===== src/rtl/axil_pkg.sv =====
`default_nettype none
// ============================================================================
//  Module      : axil_pkg
//  Description : Shared AXI4-Lite response codes and an index-width helper
//                for the register file.
//  Revision    : 1.0 - initial release
// ============================================================================
package axil_pkg;

  localparam logic [1:0] RESP_OKAY   = 2'b00;
  localparam logic [1:0] RESP_SLVERR = 2'b10;
  localparam logic [1:0] RESP_DECERR = 2'b11;

  // Bits needed to select one of n registers; never narrower than one bit.
  function automatic int clog2(input int n);
    int w;
    w = 1;
    for (int i = 1; i < 31; i++) begin
      if ((1 << i) < n) w = i + 1;
    end
    return w;
  endfunction

endpackage
`default_nettype wire


===== src/rtl/axil_regfile_wr.sv =====
`default_nettype none
// ============================================================================
//  Module      : axil_regfile_wr
//  Description : AXI4-Lite write channel engine. Captures AW and W
//                independently, raises a one-cycle commit strobe once both
//                are available, and owns the B response registers.
//  Revision    : 1.0 - initial release
// ============================================================================
module axil_regfile_wr
  import axil_pkg::*;
#(
  parameter int C_DATA_W = 32,
  parameter int C_ADDR_W = 32
) (
  input  logic                  clk_i,
  input  logic                  rst_i,
  input  logic [C_ADDR_W-1:2]   awaddr_i,
  input  logic                  awvalid_i,
  output logic                  awready_o,
  input  logic [C_DATA_W-1:0]   wdata_i,
  input  logic [C_DATA_W/8-1:0] wstrb_i,
  input  logic                  wvalid_i,
  output logic                  wready_o,
  output logic [1:0]            bresp_o,
  output logic                  bvalid_o,
  input  logic                  bready_i,
  output logic                  commit_o,
  output logic [C_ADDR_W-1:2]   commit_addr_o,
  output logic [C_DATA_W-1:0]   commit_data_o,
  output logic [C_DATA_W/8-1:0] commit_strb_o,
  input  logic [1:0]            commit_resp_i
);

  logic                  aw_held_q, aw_held_d;
  logic [C_ADDR_W-1:2]   awaddr_q,  awaddr_d;
  logic                  w_held_q,  w_held_d;
  logic [C_DATA_W-1:0]   wdata_q,   wdata_d;
  logic [C_DATA_W/8-1:0] wstrb_q,   wstrb_d;
  logic                  bvalid_q,  bvalid_d;
  logic [1:0]            bresp_q,   bresp_d;

  logic w_aw_hs;
  logic w_wd_hs;

  // Both channels stall while a response is outstanding so only one write
  // is ever in flight.
  assign awready_o = !aw_held_q && !bvalid_q;
  assign wready_o  = !w_held_q  && !bvalid_q;
  assign w_aw_hs   = awvalid_i && awready_o;
  assign w_wd_hs   = wvalid_i  && wready_o;

  // A channel counts as present if it is held from earlier or handshaking
  // now; the live bus value is used in the latter case so AW+W on the same
  // edge commits without an extra cycle.
  assign commit_o      = (aw_held_q || w_aw_hs) && (w_held_q || w_wd_hs);
  assign commit_addr_o = aw_held_q ? awaddr_q : awaddr_i;
  assign commit_data_o = w_held_q  ? wdata_q  : wdata_i;
  assign commit_strb_o = w_held_q  ? wstrb_q  : wstrb_i;

  assign bvalid_o = bvalid_q;
  assign bresp_o  = bresp_q;

  // Next-state for capture flags, capture registers and the B response.
  always_comb begin
    aw_held_d = aw_held_q;
    awaddr_d  = awaddr_q;
    w_held_d  = w_held_q;
    wdata_d   = wdata_q;
    wstrb_d   = wstrb_q;
    bvalid_d  = bvalid_q;
    bresp_d   = bresp_q;

    if (w_aw_hs) begin
      aw_held_d = 1'b1;
      awaddr_d  = awaddr_i;
    end
    if (w_wd_hs) begin
      w_held_d = 1'b1;
      wdata_d  = wdata_i;
      wstrb_d  = wstrb_i;
    end
    if (bvalid_q && bready_i) begin
      bvalid_d = 1'b0;
    end
    if (commit_o) begin
      aw_held_d = 1'b0;
      w_held_d  = 1'b0;
      bvalid_d  = 1'b1;
      bresp_d   = commit_resp_i;
    end
  end

  // State registers; reset drops any half-captured transaction.
  always_ff @(posedge clk_i) begin
    if (rst_i) begin
      aw_held_q <= 1'b0;
      awaddr_q  <= '0;
      w_held_q  <= 1'b0;
      wdata_q   <= '0;
      wstrb_q   <= '0;
      bvalid_q  <= 1'b0;
      bresp_q   <= RESP_OKAY;
    end else begin
      aw_held_q <= aw_held_d;
      awaddr_q  <= awaddr_d;
      w_held_q  <= w_held_d;
      wdata_q   <= wdata_d;
      wstrb_q   <= wstrb_d;
      bvalid_q  <= bvalid_d;
      bresp_q   <= bresp_d;
    end
  end

endmodule
`default_nettype wire


===== src/rtl/axil_regfile.sv =====
`default_nettype none
// ============================================================================
//  Module      : axil_regfile
//  Description : AXI4-Lite slave exposing C_NUM_RW read/write control words
//                followed by C_NUM_RO read-only status words. Write channel
//                handling lives in axil_regfile_wr; decode, storage and the
//                read channel live here.
//  Revision    : 1.0 - initial release
// ============================================================================
module axil_regfile
  import axil_pkg::*;
#(
  parameter int C_DATA_W = 32,
  parameter int C_ADDR_W = 32,
  parameter int C_NUM_RW = 8,
  parameter int C_NUM_RO = 4
) (
  input  logic                           s_axi_aclk,
  input  logic                           s_axi_areset,
  input  logic [C_ADDR_W-1:0]            s_axi_awaddr,
  input  logic                           s_axi_awvalid,
  output logic                           s_axi_awready,
  input  logic [C_DATA_W-1:0]            s_axi_wdata,
  input  logic [C_DATA_W/8-1:0]          s_axi_wstrb,
  input  logic                           s_axi_wvalid,
  output logic                           s_axi_wready,
  output logic [1:0]                     s_axi_bresp,
  output logic                           s_axi_bvalid,
  input  logic                           s_axi_bready,
  input  logic [C_ADDR_W-1:0]            s_axi_araddr,
  input  logic                           s_axi_arvalid,
  output logic                           s_axi_arready,
  output logic [C_DATA_W-1:0]            s_axi_rdata,
  output logic [1:0]                     s_axi_rresp,
  output logic                           s_axi_rvalid,
  input  logic                           s_axi_rready,
  output logic [C_NUM_RW*C_DATA_W-1:0]   ctrl_out,
  output logic [C_NUM_RW-1:0]            ctrl_wr_stb,
  input  logic [C_NUM_RO*C_DATA_W-1:0]   status_in
);

  localparam int NUM_REGS = C_NUM_RW + C_NUM_RO;
  localparam int IDX_W    = clog2(NUM_REGS);
  localparam int WIDX_W   = C_ADDR_W - 2;
  localparam int NBYTES   = C_DATA_W / 8;

  localparam logic [WIDX_W-1:0] RW_END  = WIDX_W'(C_NUM_RW);
  localparam logic [WIDX_W-1:0] MAP_END = WIDX_W'(NUM_REGS);

  if (C_DATA_W != 32) begin : g_bad_data_w
    $error("axil_regfile: C_DATA_W must be 32");
  end
  if (C_NUM_RW < 1 || C_NUM_RW > 64 || C_NUM_RO < 0 || C_NUM_RO > 64) begin : g_bad_count
    $error("axil_regfile: register counts out of range");
  end

  // Classify a full word index as RW, RO or unmapped.
  function automatic logic [1:0] decode_resp(input logic [WIDX_W-1:0] idx);
    if (idx < RW_END)       return RESP_OKAY;
    else if (idx < MAP_END) return RESP_SLVERR;
    else                    return RESP_DECERR;
  endfunction

  // Byte-lane merge of new data into an existing word.
  function automatic logic [C_DATA_W-1:0] merge_bytes(
    input logic [C_DATA_W-1:0] old_v,
    input logic [C_DATA_W-1:0] new_v,
    input logic [NBYTES-1:0]   strb
  );
    logic [C_DATA_W-1:0] r;
    r = old_v;
    for (int b = 0; b < NBYTES; b++) begin
      if (strb[b]) r[b*8 +: 8] = new_v[b*8 +: 8];
    end
    return r;
  endfunction

  // The two byte-offset address bits carry no meaning for word registers.
  logic w_unused_addr_lsbs;
  assign w_unused_addr_lsbs = ^{s_axi_awaddr[1:0], s_axi_araddr[1:0]};

  // ---------------------------------------------------------------- write
  logic                  w_commit;
  logic [WIDX_W-1:0]     w_wr_idx;
  logic [C_DATA_W-1:0]   w_wr_data;
  logic [NBYTES-1:0]     w_wr_strb;
  logic [1:0]            w_wr_resp;

  assign w_wr_resp = decode_resp(w_wr_idx);

  axil_regfile_wr #(
    .C_DATA_W (C_DATA_W),
    .C_ADDR_W (C_ADDR_W)
  ) u_wr (
    .clk_i         (s_axi_aclk),
    .rst_i         (s_axi_areset),
    .awaddr_i      (s_axi_awaddr[C_ADDR_W-1:2]),
    .awvalid_i     (s_axi_awvalid),
    .awready_o     (s_axi_awready),
    .wdata_i       (s_axi_wdata),
    .wstrb_i       (s_axi_wstrb),
    .wvalid_i      (s_axi_wvalid),
    .wready_o      (s_axi_wready),
    .bresp_o       (s_axi_bresp),
    .bvalid_o      (s_axi_bvalid),
    .bready_i      (s_axi_bready),
    .commit_o      (w_commit),
    .commit_addr_o (w_wr_idx),
    .commit_data_o (w_wr_data),
    .commit_strb_o (w_wr_strb),
    .commit_resp_i (w_wr_resp)
  );

  // -------------------------------------------------------------- storage
  for (genvar gi = 0; gi < C_NUM_RW; gi++) begin : g_rw
    logic [C_DATA_W-1:0] reg_q;
    logic                stb_q;
    logic                w_hit;

    // Only indices below C_NUM_RW can match here, so a hit is always OKAY.
    assign w_hit = w_commit && (w_wr_idx == WIDX_W'(gi));

    // Control word with byte-merge on commit and a matching one-cycle strobe.
    always_ff @(posedge s_axi_aclk) begin
      if (s_axi_areset) begin
        reg_q <= '0;
        stb_q <= 1'b0;
      end else begin
        stb_q <= w_hit;
        if (w_hit) reg_q <= merge_bytes(reg_q, w_wr_data, w_wr_strb);
      end
    end

    assign ctrl_out[gi*C_DATA_W +: C_DATA_W] = reg_q;
    assign ctrl_wr_stb[gi]                   = stb_q;
  end

  // ----------------------------------------------------------------- read
  logic [WIDX_W-1:0]   w_rd_idx;
  logic [IDX_W-1:0]    w_rd_sel;
  logic [C_DATA_W-1:0] w_rd_data;
  logic [1:0]          w_rd_resp;
  logic                rvalid_q;
  logic [C_DATA_W-1:0] rdata_q;
  logic [1:0]          rresp_q;

  assign w_rd_idx = s_axi_araddr[C_ADDR_W-1:2];
  assign w_rd_sel = w_rd_idx[IDX_W-1:0];

  // Read mux; the narrow select is exact once the range check says mapped.
  // Control words come from the registers, so a same-edge write is not seen.
  always_comb begin
    w_rd_resp = decode_resp(w_rd_idx);
    w_rd_data = '0;
    for (int i = 0; i < C_NUM_RW; i++) begin
      if (w_rd_resp == RESP_OKAY && w_rd_sel == IDX_W'(i))
        w_rd_data = ctrl_out[i*C_DATA_W +: C_DATA_W];
    end
    for (int i = 0; i < C_NUM_RO; i++) begin
      if (w_rd_resp == RESP_SLVERR && w_rd_sel == IDX_W'(C_NUM_RW + i))
        w_rd_data = status_in[i*C_DATA_W +: C_DATA_W];
    end
    // Status words read back successfully; SLVERR only applies to writes.
    if (w_rd_resp == RESP_SLVERR) w_rd_resp = RESP_OKAY;
  end

  // R channel register: capture on AR handshake, hold until accepted.
  always_ff @(posedge s_axi_aclk) begin
    if (s_axi_areset) begin
      rvalid_q <= 1'b0;
      rdata_q  <= '0;
      rresp_q  <= RESP_OKAY;
    end else if (s_axi_arvalid && s_axi_arready) begin
      rvalid_q <= 1'b1;
      rdata_q  <= w_rd_data;
      rresp_q  <= w_rd_resp;
    end else if (rvalid_q && s_axi_rready) begin
      rvalid_q <= 1'b0;
    end
  end

  assign s_axi_arready = !rvalid_q;
  assign s_axi_rvalid  = rvalid_q;
  assign s_axi_rdata   = rdata_q;
  assign s_axi_rresp   = rresp_q;

endmodule
`default_nettype wire


===== config.mk =====
export PLATFORM = sky130hd
export DESIGN_NAME = axil_regfile
export DESIGN_NICKNAME = d
export VERILOG_FILES = /design/src/rtl/axil_pkg.sv /design/src/rtl/axil_regfile_wr.sv /design/src/rtl/axil_regfile.sv
export SDC_FILE = /design/constraint.sdc
export NUM_CORES = 1
export LEC_CHECK = 0
export CAP_MARGIN = 20
export CORE_MARGIN = 8
export CORE_UTILIZATION = 48
export DETAILED_ROUTE_END_ITERATION = 8
export GPL_ROUTABILITY_DRIVEN = 0
export HOLD_SLACK_MARGIN = 0.02
export PLACE_DENSITY = 0.82
export SLEW_MARGIN = 20
export SYNTH_ARGS = -nofsm -noshare
export SYNTH_HDL_FRONTEND = slang
export SYNTH_HIERARCHICAL = 1
export SYNTH_SLANG_ARGS = --single-unit

===== constraint.sdc =====
create_clock -name s_axi_aclk -period 3.53 [get_ports s_axi_aclk]
set_clock_uncertainty 0.1 [all_clocks]
set_input_delay 0.706 -clock s_axi_aclk [delete_from_list [all_inputs] [get_ports s_axi_aclk]]
set_output_delay 0.706 -clock s_axi_aclk [all_outputs]
set_load 0.02 [all_outputs]

==> results by group <==
Placement
  – Pre-CTS setup slack: -182 ps
  – Post-DP Area: 24200 sq um
  – IO Port Bufs: 535
  – HPWL after detailed placement: 59.2 mm

Global routing
  – Met1 GRT Util: 0.375
  – Top Usage Layer GRT: met2
  – Largest net degree at the start of global routing: 192
  – Vias in the first global route: 18.2k
  – Met2 usage: 0.560
  – GRT Util Overall: 0.327
  – Initial antenna violation count: 4
  – Met3 Use GR: 0.0946
  – Grt ovf: 0
  – First-pass GRT wire length: 113 mm

Timing
  – FMAX: 303 MHz
  – Setup WS post-layout: 226 ps
  – Rel. slew slack: 0.267
  – Final Slew Violations: 0
  – Final min period: 3300 ps
  – RSZ-0062 raised after global routing: no
  – Slew @ Worst Pin: 1100 ps
  – Final Hold Vio Count: 0
  – Period utilization: 0.936
  – Finish-stage setup viols: 0

Route
  – DRC: 0
  – Antenna-violating nets left: 0
  – Routed via count: 18.5k
  – Vias per inst: 6.01
  – First-iteration detailed-routing DRC count: 1924
  – Post-DR wirelength/cell: 25.2 um
  – Drt pass-1 iters: 6
  – Routed wire length: 77.7 mm

Clock tree
  – TritonCTS clock tree: yes
  – H-tree depth: 2
  – CTS resizes: 0
  – Skew-Pair Late Insertion Delay: 530 ps
  – Root buffer cell: clkbuf_16
  – Total CTS buffers: 40
  – Postcts setup bufs: 0
  – Clock transition at the registers of the reported paths: 60 ps
  – Clock sink count: 369
  – Clk buf depth: 3
  – Hold-fix buffers, CTS: 0

Hold path
  – HP Class: register to register
  – WHS Path Cells: 2
  – Hold Path End: u_wr/awaddr_q[8]
  – Hold Crit Start: u_wr/awaddr_q[8]

Layout
  – Seq. cell area: 7390 sq um
  – Layout cell share with drive strength beyond 1: 0.105
  – Filler cells: 2969
  – Utilization after layout: 0.676
  – Footprint of the multi-input gates: 9960 sq um
  – Nets: 2778
  – Area Growth Syn to Fin: 39.0%
  – Fin area: 25500 sq um

Run
  – Max cap viols: 0

Logic synthesis
  – Asr flop ratio synth: 0
  – Mapped Nets: 2317
  – Avg Inst Size Synth: 8.80 sq um
  – Number of synthesized flops with an enable pin: 0
  – Mapped Cells: 2082
  – #FFs+latches synth: 369
  – Number of synthesis warnings: 6
  – Sequential area share after synthesis: 0.403
  – Main synth FF type: dfxtp_1
  – Number of distinct library cells after synthesis: 67
  – Netlist Area Pre-Place: 18300 sq um

Critical path
  – R2r startpoint: u_wr/aw_held_q
  – Crit Path Category: register to register
  – Start point of the critical path: u_wr/aw_held_q
  – CP arrival: 3590 ps
  – Critical Path RT: 3820 ps
  – R2R setup slack: 230 ps
  – Worst setup EP type: register
  – CP Launch Type: register
  – Worst r2r path cells: 10
  – Worst Path Max Fanout: 36
  – RR Endpoint: g_rw[7].reg_q[26]

Power
  – Max IR drop VDD: 0.000398 V
  – Design Power: 0.00971 W
  – Leakage: 11.0 nW
  – Pwr/cell area: 381 nW/um^2

Floorplanning
  – Core area: 37700 sq um
  – Initial Utilization: 0.487
  – I/O Pins: 540
  – DIE AREA: 44700 sq um
  – Die X: 211 um
  – Row Count: 71
  – Die height: 211 um

Outcome
  – Outcome: finished clean
==> cells by family (layout without fill, tap and decap cells) <==
family          Yosys count  count (layout)  share of synthesized area
simple gates            640             640                      0.160
compound gates          459             459                      0.159
mux                     391             391                      0.223
flops                   369             369                      0.403
buf+inv                 223             712                     0.0547
other cells               0               3                          0
==> sequential cells by signal, summed over array words and instances, names as in the netlist <==
register,cells
u_wr/bresp_o,2
s_axi_rdata,32
s_axi_rresp,1
s_axi_rvalid,1
g_rw.reg_q,256
u_wr/bvalid_o,1
u_wr/w_held_q,1
g_rw.stb_q,8
u_wr/wstrb_q,4
u_wr/awaddr_q,30
u_wr/wdata_q,32
u_wr/aw_held_q,1
==> worst max-delay path by stage <==
stage / depth (start not counted) / endpoint
global route: 10 / g_rw[1].reg_q[18]
CTS: 10 / g_rw[7].reg_q[26]
floorplan: 10 / g_rw[1].reg_q[0]
finish: 10 / g_rw[7].reg_q[26]
detailed placement: 10 / g_rw[7].reg_q[26]
global placement: 10 / g_rw[7].reg_q[24]
==> synth_stat cells (10+ instances only) <==
master,instances,share of area
dfxtp_1,369,0.40
nor2_1,328,0.067
mux2i_1,307,0.17
a21oi_1,197,0.054
nand2_1,173,0.035
clkbuf_1,134,0.027
mux2_2,78,0.048
o21ai_0,59,0.016
a211oi_1,35,0.014
buf_2,33,0.0090
o22ai_1,28,0.0096
buf_1,24,0.0049
nand4_1,23,0.0079
nor3_1,23,0.0063
o2bb2ai_1,22,0.011
a21o_1,21,0.0086
a22o_1,18,0.0086
a32o_1,17,0.0093
nand4b_1,16,0.0076
nor2b_1,16,0.0055
buf_4,13,0.0053
nand2b_1,11,0.0038
nor4_1,11,0.0038
buf_6,10,0.0061
==> per-stage QoR <==
step           setup TNS [ps]  hold WS [ps]  instances
6_report                    0           351       3085
5_1_grt                     0           364       3085
4_1_cts                     0           351       3082
3_5_place_dp           -15730           343       3012
3_3_place_gp            -5940           338       3012
2_1_floorplan               0           333       2082
==> worst max-delay path, stage by stage, from the launching register on <==
cell and delay, ps:
dfxtp_1 350, buf_12 220, mux2_2 350, nor4_1 410, nand4_1 340, nor4_4 410, buf_4 300, nand4_1 140
buf_4 260, mux2i_1 180, nor2_1 60
==> routing by layer <==
layer	routed length, um	share of wire
met5	13	0.00017
met4	3660	0.047
met3	8280	0.11
met2	37600	0.48
met1	28100	0.36
==> where the power goes <==
group / leakage, nW / internal (W) / switching (W)
clock: 0.620 / 0.00240 / 0.00170
combinational: 7.39 / 0.000565 / 0.000759
sequential: 2.99 / 0.00425 / 0.0000468
total: 11.0 / 0.00721 / 0.00250
==> final cells by class <==
| class | count | share of cell area |
|---|---|---|
| sequential | 369 | 0.290 |
| multi-input combinational | 1490 | 0.391 |
| clock inverter | 6 | 0.00216 |
| inverter | 9 | 0.00133 |
| timing repair buffer | 633 | 0.243 |
| antenna | 3 | 0.000295 |
| clock buffer | 64 | 0.0472 |
| tap | 511 | 0.0251 |
==> layout by cell type (no fill, tap or decap), types with 5 or more instances in the layout <==
master,Yosys,routed
buf_12,0,8
nand4b_1,16,16
o32ai_1,6,6
mux2_2,78,78
clkdlybuf4s50_1,0,530
buf_4,13,92
nor4_1,11,11
nor4_4,5,6
clkbuf_1,134,14
o211ai_1,9,9
a211oi_1,35,35
nand2b_1,11,11
clkbuf_8,0,9
or4_1,5,5
clkbuf_16,0,41
a221oi_1,5,5
a22oi_1,7,7
a22o_1,18,18
nor3_1,23,23
o21ai_0,59,59
nand2_1,173,173
a21o_1,21,21
nor2b_1,16,14
clkinv_2,0,5
o2bb2ai_1,22,22
a32o_1,17,17
o22ai_1,28,28
a21oi_1,197,196
inv_1,9,8
nor2_1,328,328
dfxtp_1,369,368
mux2i_1,307,307
nand4_1,23,23
mux4_2,6,6
Note: power is estimated with default switching activity, not from simulation.
